===== config.mk =====
export PLATFORM = sky130hd
export DESIGN_NAME = bcd_convert_scheduler
export DESIGN_NICKNAME = d
export VERILOG_FILES = /design/src/rtl/bcd_convert_scheduler.sv
export SDC_FILE = /design/constraint.sdc
export NUM_CORES = 1
export LEC_CHECK = 0
export ABC_AREA = 1
export CORE_MARGIN = 10
export CORE_UTILIZATION = 40
export DETAILED_ROUTE_END_ITERATION = 16
export PLACE_DENSITY = 0.72
export SLEW_MARGIN = 5
export SYNTH_ARGS = -nofsm -noshare
export SYNTH_HDL_FRONTEND = slang
export SYNTH_SLANG_ARGS = --single-unit

===== constraint.sdc =====
create_clock -name clk -period 2.8 [get_ports clk]
set_input_delay 0.84 -clock clk [delete_from_list [all_inputs] [get_ports clk]]
set_output_delay 0.84 -clock clk [all_outputs]
set_load 0.1 [all_outputs]

===== src/rtl/bcd_convert_scheduler.sv =====
// bcd_convert_scheduler
//   Time-shares one iterative binary-to-BCD (shift-add-3) engine among
//   NUM_REQ display requesters. It arbitrates round-robin, converts one
//   operand per grant at one bit per cycle, stores each requester's last
//   result in its own register, and pulses a one-cycle ack on completion.
//
// Ports
//   clk      : system clock, rising edge
//   reset    : synchronous, active-high reset
//   req      : level request per requester
//   bin_in   : operands, requester i uses [i*BIN_WIDTH +: BIN_WIDTH]
//   ack      : one-cycle completion pulse per requester
//   bcd_out  : registered results, requester i uses [i*4*BCD_DIGITS +: 4*BCD_DIGITS]
//   busy     : high while a conversion is in flight (SHIFT and DONE)
//   grant_id : requester being served, holds last value when idle
module bcd_convert_scheduler #(
  parameter int unsigned NUM_REQ    = 4,
  parameter int unsigned BIN_WIDTH  = 14,
  parameter int unsigned BCD_DIGITS = 4,
  parameter int unsigned SAT_VALUE  = 9999
) (
  input  logic                            clk,
  input  logic                            reset,
  input  logic [NUM_REQ-1:0]              req,
  input  logic [NUM_REQ*BIN_WIDTH-1:0]    bin_in,
  output logic [NUM_REQ-1:0]              ack,
  output logic [NUM_REQ*4*BCD_DIGITS-1:0] bcd_out,
  output logic                            busy,
  output logic [2:0]                      grant_id
);

  localparam int unsigned BCD_W = 4 * BCD_DIGITS;
  localparam int unsigned CNT_W = $clog2(BIN_WIDTH + 1);
  localparam logic [BIN_WIDTH-1:0] SAT = BIN_WIDTH'(SAT_VALUE);
  localparam logic [2:0] LAST_RESET = 3'(NUM_REQ - 1);
  localparam logic [CNT_W-1:0] LAST_STEP = CNT_W'(BIN_WIDTH - 1);

  typedef enum logic [1:0] {
    S_IDLE,
    S_SHIFT,
    S_DONE
  } state_t;

  state_t               state_q, state_d;
  logic [2:0]           grant_q, grant_d;
  logic [2:0]           last_q, last_d;
  logic [CNT_W-1:0]     cnt_q, cnt_d;
  logic [BIN_WIDTH-1:0] bin_q, bin_d;
  logic [BCD_W-1:0]     bcd_q, bcd_d;
  logic [NUM_REQ-1:0]   ack_q, ack_d;
  logic [BCD_W-1:0]     slot_q [NUM_REQ];
  logic                 slot_we;

  // ---------------------------------------------------------------------
  // Round-robin pick: first eligible requester after the last grant.
  // A requester whose ack is currently high is masked so it cannot be
  // recaptured in the same cycle it is being told it was served.
  // ---------------------------------------------------------------------
  logic [NUM_REQ-1:0]   eligible;
  logic                 found;
  logic [2:0]           pick;
  logic [BIN_WIDTH-1:0] operand;
  logic [BIN_WIDTH-1:0] operand_sat;

  assign eligible = req & ~ack_q;

  always_comb begin
    int unsigned idx;
    idx   = 0;
    found = 1'b0;
    pick  = '0;
    for (int unsigned k = 1; k <= NUM_REQ; k++) begin
      idx = (32'(last_q) + k) % NUM_REQ;
      if (!found && eligible[idx]) begin
        found = 1'b1;
        pick  = 3'(idx);
      end
    end
  end

  assign operand     = bin_in[pick*BIN_WIDTH +: BIN_WIDTH];
  assign operand_sat = (operand > SAT) ? SAT : operand;

  // ---------------------------------------------------------------------
  // Add-3 correction applied to every digit before each shift.
  // ---------------------------------------------------------------------
  logic [BCD_W-1:0] bcd_adj;

  always_comb begin
    bcd_adj = bcd_q;
    for (int unsigned d = 0; d < BCD_DIGITS; d++) begin
      if (bcd_q[d*4 +: 4] >= 4'd5) begin
        bcd_adj[d*4 +: 4] = bcd_q[d*4 +: 4] + 4'd3;
      end
    end
  end

  // ---------------------------------------------------------------------
  // Next-state logic
  // ---------------------------------------------------------------------
  always_comb begin
    state_d = state_q;
    grant_d = grant_q;
    last_d  = last_q;
    cnt_d   = cnt_q;
    bin_d   = bin_q;
    bcd_d   = bcd_q;
    slot_we = 1'b0;

    unique case (state_q)
      S_IDLE: begin
        if (found) begin
          grant_d = pick;
          bin_d   = operand_sat;
          bcd_d   = '0;
          cnt_d   = '0;
          state_d = S_SHIFT;
        end
      end

      S_SHIFT: begin
        bcd_d = {bcd_adj[BCD_W-2:0], bin_q[BIN_WIDTH-1]};
        bin_d = bin_q << 1;
        cnt_d = cnt_q + 1'b1;
        if (cnt_q == LAST_STEP) begin
          state_d = S_DONE;
        end
      end

      S_DONE: begin
        slot_we = 1'b1;
        last_d  = grant_q;
        state_d = S_IDLE;
      end

      default: begin
        state_d = S_IDLE;
      end
    endcase
  end

  // The ack pulse is registered so it appears together with the slot write.
  always_comb begin
    ack_d = '0;
    for (int unsigned i = 0; i < NUM_REQ; i++) begin
      ack_d[i] = (state_q == S_DONE) && (grant_q == 3'(i));
    end
  end

  // ---------------------------------------------------------------------
  // Registers
  // ---------------------------------------------------------------------
  always_ff @(posedge clk) begin
    if (reset) begin
      state_q <= S_IDLE;
      grant_q <= '0;
      last_q  <= LAST_RESET;
      cnt_q   <= '0;
      bin_q   <= '0;
      bcd_q   <= '0;
      ack_q   <= '0;
    end else begin
      state_q <= state_d;
      grant_q <= grant_d;
      last_q  <= last_d;
      cnt_q   <= cnt_d;
      bin_q   <= bin_d;
      bcd_q   <= bcd_d;
      ack_q   <= ack_d;
    end
  end

  always_ff @(posedge clk) begin
    for (int unsigned i = 0; i < NUM_REQ; i++) begin
      if (reset) begin
        slot_q[i] <= '0;
      end else if (slot_we && (grant_q == 3'(i))) begin
        slot_q[i] <= bcd_q;
      end
    end
  end

  // ---------------------------------------------------------------------
  // Outputs
  // ---------------------------------------------------------------------
  always_comb begin
    bcd_out = '0;
    for (int unsigned i = 0; i < NUM_REQ; i++) begin
      bcd_out[i*BCD_W +: BCD_W] = slot_q[i];
    end
  end

  assign ack      = ack_q;
  assign busy     = (state_q != S_IDLE);
  assign grant_id = grant_q;

endmodule

==> reports/qor.yml, run 1 <==
clock_tree:
  clock_path_buffers: 2
  cts.clk_slew.worst_paths_ns: 0.07
  cts.sinks: 108
  cts-root-buf: "clkbuf_16"
  cts_tree: "yes"
  htree_levels: 3
  cts_buffers: 9
  clk_latency_ns: 0.34
die:
  ios: 134
  initial_core_util: 0.4106
  fp.coreArea_mm2: 0.01267
  dieArea_mm2: 0.01797
  die_x_um: 134.0
  die_h_um: 134.0
  rows: 41
placed_design:
  dpl_worst_slack_ns: -0.4564
  dp_hpwl_um: 9764
  gp_congestion: 0.8293
  port_buffers: 132
pwr:
  p_leak_nw: 2.932
  p_int_mw: 2.702
  ir_worst_vdd_v: 0.0002923
  power.share.combinational: 0.203
  p_switching_mw: 1.128
  seqPwrFrac: 0.461
  power_density_mw_per_mm2: 535.7
  clkPwrFrac: 0.335
  finalPower_mw: 3.830
  switching_share: 0.2946
job:
  maxCapViolCount: 0
timing:
  tightest_slew_ns: 0.5493
  max_freq_ghz: 0.3885
  fin_crit_ns: 2.574
  finalCritPeriodShare: 0.9194
  slew_violations: 0
  setup_ws_ns: 0.2257
  fin_skew_ns: 0.008542
  timing.setup.tns_ns: 0
  timing.hold.ws_ns: 0.4689
  setup-violations-final: 0
  worst_slew_margin_rel: 0.6315
  hold_viol_final: 0
route:
  post_drt_wl_per_cell_um: 14.37
  drt_iter0_drc: 228
  final_antenna_net_count: 0
  vias: 4551
  wl_um: 13470
  drtPass1Iterations: 5
  viasPerCell: 4.857
  drc: 0
critical_path:
  slowest_stage: "dfxtp_2"
  crit_type: "reg -> reg"
  critPathRequiredTime_ns: 3.02
  worstSetupEndpointType: "flip-flop"
  slowest_delay_ns: 0.36
  critPathLaunchType: "flip-flop"
  path_max_fanout: 6
  worst_ep_arrival_time_ns: 2.79
  worstPathCellList: "inv_1 -> nand2_1 -> nand2_2 -> inv_2 -> nand2_2 -> nand2_2 -> nand2_1 -> nand2_2 -> nor2_4 -> nand2_8 -> buf_6 -> nand3_1 -> nand3_1 -> nand2_1 -> nand2_1 -> nor2_2 -> nand2_1 -> nand2_2 -> nand2_4 -> buf_4 -> nand3_1 -> a21oi_1"
synthesis:
  synth_seq_cells: 108
  synth_cell_types: 37
  netlist_instances: 601
  postSynth.asyncResetShare: 0
  ys_top_cells_by_area: "edfxtp_1 (37%), dfxtp_1 (17%), nand2_1 (7.2%)"
  synth_edf_count: 64
  yosys.area.top_type: "edfxtp_1"
  synth_top_cell_area_share: 0.3694
  mappedNetlistNets: 673
  yosysWarnings: 0
  syn_area_mm2: 0.005202
  yosysSeqAreaShare: 0.5387
  syn_avg_cell_area_um2: 8.656
  synth-main-ff-cell: "edfxtp_1"
global_routing:
  grt_overflow_total: 0
  grt_pass1_wl_um: 21430
  grt_antenna_before_repair: 0
  grt_pass1_vias: 4520
  track_usage: 0.1420
  grt_max_degree: 29
cells_and_area:
  final_util: 0.5643
  syn2layout_area_growth_pct: 37.45
  antenna_cells: 0
  final_nets: 832
  drive_gt1_frac: 0.2392
worst_hold_path:
  min-delay-path-class: "reg -> reg"
status:
  status: "completed"
-- flip-flops by register name (all words and copies together) (netlist names) --
name and cells:
last_q 2, grant_id 2, ack 4, bcd_q 16
cnt_q 4, state_q 2, bin_q 14, slot_q 64
-- metrics by stage --
stage | instance area, um^2 | instances
after detailed placement | 6661 | 913
after floorplan | 5204 | 601
final | 7151 | 937
after global routing | 7151 | 937
after global placement | 6661 | 913
after CTS | 7019 | 932
-- metal layers --
| metal | GRT usage | vias up | routed length (um) |
|---|---|---|---|
| met2 | 0.2327 | 178 | 6307 |
| li1 | - | 2296 | - |
| met1 | 0.1716 | 2066 | 5773 |
| met4 | 0.04595 | 0 | 137 |
| met5 | 0 | - | 0 |
| met3 | 0.04780 | 11 | 1247 |
-- critical path: cells and delay by family, from the launching register on --
kind                   cells  cell delay, ns
AO/OA/AOI/OAI              1            0.06
flip-flops                 1            0.36
AND/OR/NAND/NOR           17            1.50
buffers and inverters      4            0.53
-- cells in the final DEF (no fill, tap or decap), drive strengths merged, types with 3 or more instances in the layout --
master,instances
nor3,3
edfxtp,64
nor2,96
dfxtp,44
inv,89
nand3,51
nand2,113
buf,106
nand3b,4
o21bai,4
ha,10
o211ai,8
o21ai,40
clkbuf,13
a21oi,41
o221ai,5
clkdlybuf4s50,57
o22ai,6
-- timing repair --
item	in CTS	in global routing
endpoints found under the setup margin	12	13
cloned	3	2
pin swaps	8	32
gates resized for setup	13	37
hold buffers	0	0
buffers inserted	0	3
-- synth_stat cells (all sizes together), types with 5 or more instances --
| library cell | count |
|---|---|
| o22ai | 6 |
| clkbuf | 13 |
| nand2 | 110 |
| nand3 | 51 |
| inv | 85 |
| o211ai | 8 |
| a21oi | 40 |
| o221ai | 5 |
| buf | 10 |
| ha | 10 |
| dfxtp | 44 |
| nor2 | 96 |
| edfxtp | 64 |
| o21ai | 40 |
-- worst paths after layout --
path	slack (ns)	depth (start not counted)	start	endpoint
setup / recovery	0.23	22	last_q[1]$_SDFFE_PP1N_	bin_q[12]$_SDFFE_PP0P_
hold / removal	0.47	2	bcd_q[15]$_SDFFE_PP0P_	bcd_q[15]$_SDFFE_PP0P_
setup reg to reg	0.23	22	last_q[1]$_SDFFE_PP1N_	bin_q[12]$_SDFFE_PP0P_
hold reg to reg	0.47	2	bcd_q[15]$_SDFFE_PP0P_	bcd_q[15]$_SDFFE_PP0P_
-- kinds of logic after synthesis --
kind of cell               count (synthesis)  share of synthesized area
xor gates and xnor gates                   1                   0.001684
adders and majority gates                 10                    0.02405
DFF                                      108                     0.5387
AOI/OAI and AO/OA                        107                     0.1227
and+or+nand+nor                          265                     0.2244
other                                      1                  0.0007208
buffers and inverters                    109                    0.08778
-- power groups by stage --
| stage | clock, mW | combinational (mW) | sequential, mW |
|---|---|---|---|
| floorplan | 0 | 0.256 | 2.06 |
| global placement | 0 | 0.743 | 1.80 |
| detailed placement | 0 | 0.752 | 1.80 |
| CTS | 1.30 | 0.764 | 1.77 |
| global route | 1.37 | 0.837 | 1.77 |
| finish | 1.28 | 0.779 | 1.77 |
-- cell type report --
class,count,area (um^2)
Fill cell,1094,5520
Clock buffer,9,225.2
Timing Repair Buffer,167,1398
Inverter,86,325.3
Tap cell,172,215.2
Multi-Input combinational cell,388,2101
Clock inverter,7,80.08
Sequential cell,108,2806
Note: power is estimated with default switching activity, not from simulation.
==> inputs of run 2 (changes only) <==
- SETUP_SLACK_MARGIN: default -> 0.15
==> run 2 against run 1 <==
Critical path depth down 2. Flip-flop and latch count did not move. First-iteration DRC count grew 50%. Via count is 1.9% higher. Sequential share of layout area up 0.12 points. Design area hardly changed. Global-route usage grew 0.62 points. Setup slack better by 0.086 ns. Clock-buffer cell count up 1. Highest routed layer unchanged. Maximum frequency grew 3.5%. Critical path type is now in -> reg.
==> reports/qor.yml, run 2 (synthesis results as in run 1) <==
pwr:
  power.share.combinational: 0.209  # +0.006
  clkPwrFrac: 0.320  # -0.015
  ir_worst_vdd_v: 0.0002431  # -17%
  p_int_mw: 2.617  # -3.1%
  switching_share: 0.3009  # +0.006288
  p_leak_nw: 2.915  # -0.58%
  power_density_mw_per_mm2: 524.0  # -2.2%
  p_switching_mw: 1.126  # -0.18%
  seqPwrFrac: 0.472  # +0.011
global_routing:
  grt_max_degree: 29  # unchanged
  grt_pass1_vias: 4727  # +4.6%
  track_usage: 0.1482  # +0.006194
  grt_overflow_total: 0  # unchanged
  grt_antenna_before_repair: 0  # unchanged
  grt_pass1_wl_um: 22290  # +4.0%
clock_tree:
  cts.clk_slew.worst_paths_ns: 0.07  # about the same
  cts-root-buf: "clkbuf_16"
  cts_tree: "yes"
  clk_latency_ns: 0.34  # about the same
  cts.sinks: 108  # unchanged
  hold_buffers: 0  # unchanged
  htree_levels: 3  # unchanged
  clock_path_buffers: 2  # unchanged
  cts_buffers: 9  # unchanged
critical_path:
  critPathRequiredTime_ns: 3.03  # about the same
  slowest_delay_ns: 0.16  # -0.20 ns
  worstPathCellList: "buf_6 -> nand3_2 -> nand2_2 -> nand2_2 -> nand2_2 -> nor2_4 -> nand3_2 -> nand2_4 -> buf_6 -> nand3b_1 -> nand3_1 -> nand2_1 -> nor2_1 -> nand2_1 -> nand2_1 -> nand2_2 -> nand2_4 -> nand2_4 -> o21bai_1 -> inv_1"
  path_max_fanout: 8  # +2
  worst_ep_arrival_time_ns: 2.72  # -0.07 ns
  reg2regPathDepth: 21  # -4.5%
  slowest_stage: "nand2_4"
  crit_type: "in -> reg"
  critPathMostFrequentCell: "nand2_2"
  worstSetupEndpointType: "flip-flop"
  critPathLaunchType: "input port"
cells_and_area:
  regArea_mm2: 0.002813  # +0.22%
  fill_cells: 1104  # +0.91%
  drive_gt1_frac: 0.2385  # -0.0006836
  syn2layout_area_growth_pct: 37.33  # about the same
  antenna_cells: 0  # unchanged
  top_regs: "slot_q (64), bcd_q (16), bin_q (14)"
  final_util: 0.5638  # about the same
  final_common_cell: "buf_4"
  largest_register_ffs: 64  # unchanged
  stdcell_count: 935  # -0.21%
  multiInputGateArea_mm2: 0.002087  # -0.66%
  mostFrequentLayoutCells: "buf_4 (101), nor2_1 (92), nand2_1 (88), inv_1 (79), edfxtp_1 (64)"
  final_nets: 830  # -0.24%
  top_register: "slot_q"
timing:
  fin_crit_ns: 2.488  # -0.08614 ns
  timing.setup.tns_ns: 0  # unchanged
  rsz0062_at_grt: "yes"
  setup-violations-final: 0  # unchanged
  finalCritPeriodShare: 0.8886  # -0.03077
  tightest_slew_ns: 0.5817  # +0.03239 ns
  slew_violations: 0  # unchanged
  max_freq_ghz: 0.4019  # +3.5%
  fin_skew_ns: 0.008608  # +0.00006581 ns
  worst_slew_margin_rel: 0.6117  # -0.01976
  hold_viol_final: 0  # unchanged
  setup_ws_ns: 0.3119  # +0.08614 ns
status:
  status: "completed"
die:
  ios: 134  # unchanged
  die_x_um: 134.0  # unchanged
  die_h_um: 134.0  # unchanged
  initial_core_util: 0.4106  # unchanged
  fp.coreArea_mm2: 0.01267  # unchanged
  rows: 41  # unchanged
  dieArea_mm2: 0.01797  # unchanged
placed_design:
  gp_congestion: 0.8398  # +1.3%
  dp_cells: 914  # +0.11%
  dpl_worst_slack_ns: -0.4419  # +0.01458 ns
  port_buffers: 132  # unchanged
  dp_hpwl_um: 10120  # +3.6%
route:
  drt_iter0_drc: 342  # +50%
  post_drt_wl_per_cell_um: 14.75  # +2.6%
  wl_um: 13790  # +2.4%
  vias: 4638  # +1.9%
  viasPerCell: 4.960  # +2.1%
  final_antenna_net_count: 0  # unchanged
  drtPass1Iterations: 6  # +1
  drc: 0  # unchanged
worst_hold_path:
  holdPathStages: 2  # unchanged
  min-delay-path-class: "reg -> reg"
job:
  maxCapViolCount: 0  # unchanged
## run 2: cell types whose count changed in the layout (fill, tap and decap cells not counted), sizes merged
cell,change
buf,+2
bufinv,-1
clkbuf,-3
clkinv,+1
inv,-1
nand2,-1
o21ai,+1
## run 2: power groups by stage
stage	registers (mW)	clock network [mW]	logic, mW
4_1_cts	1.77	1.21	0.776
3_5_place_dp	1.80	0	0.756
3_3_place_gp	1.80	0	0.745
2_1_floorplan	2.06	0	0.256
6_report	1.77	1.20	0.781
5_1_grt	1.77	1.28	0.839
## run 2: layer usage
metal  part of all wire  up-vias  global-route usage  wire, um
met3              0.074        4             0.04518      1024
met1               0.44     2147              0.1768      6078
met4             0.0033        0             0.03567        46
li1                   -     2305                   -         -
met5                  0        -                   0         0
met2               0.48      182              0.2547      6641
## run 2: area by class of cell
| cell class | instances | share of cell area |
|---|---|---|
| Inverter | 86 | 0.04658 |
| Timing Repair Buffer | 165 | 0.1975 |
| Sequential cell | 108 | 0.3937 |
| Tap cell | 172 | 0.03012 |
| Multi-Input combinational cell | 388 | 0.2921 |
| Clock buffer | 10 | 0.03205 |
| Clock inverter | 6 | 0.007881 |
## run 2: path summary, 6_finish.rpt
path	from	slack, ns	endpoint
max reg2reg	last_q[0]$_SDFFE_PP1N_	0.36	bin_q[3]$_SDFFE_PP0P_
min reg2reg	bin_q[0]$_SDFFE_PP0P_	0.47	bin_q[0]$_SDFFE_PP0P_
max	req[2]	0.31	bin_q[3]$_SDFFE_PP0P_
min	bin_q[0]$_SDFFE_PP0P_	0.47	bin_q[0]$_SDFFE_PP0P_
## run 2: worst max-delay path, delay by kind of cell
kind / cells / cell delay [ns]
AOI/OAI and AO/OA: 1 / 0.14
and+or+nand+nor: 16 / 1.42
buffers and inverters: 3 / 0.30
## run 2: timing repair
| action | 4_1_cts | 5_1_grt |
|---|---|---|
| pin swaps | 16 | 21 |
| setup endpoints to repair | 14 | 14 |
| cloned | 4 | 0 |
| setup buffers | 1 | 0 |
| resized for setup | 25 | 39 |
## run 2: metrics by stage
step / power [mW] / instance area (um^2) / hold WS (ns)
floorplan: 2.312 / 5207 / 0.4294
global placement: 2.545 / 6673 / 0.4429
detailed placement: 2.559 / 6673 / 0.4614
CTS: 3.752 / 7073 / 0.4712
global route: 3.891 / 7144 / 0.4926
finish: 3.744 / 7144 / 0.4688
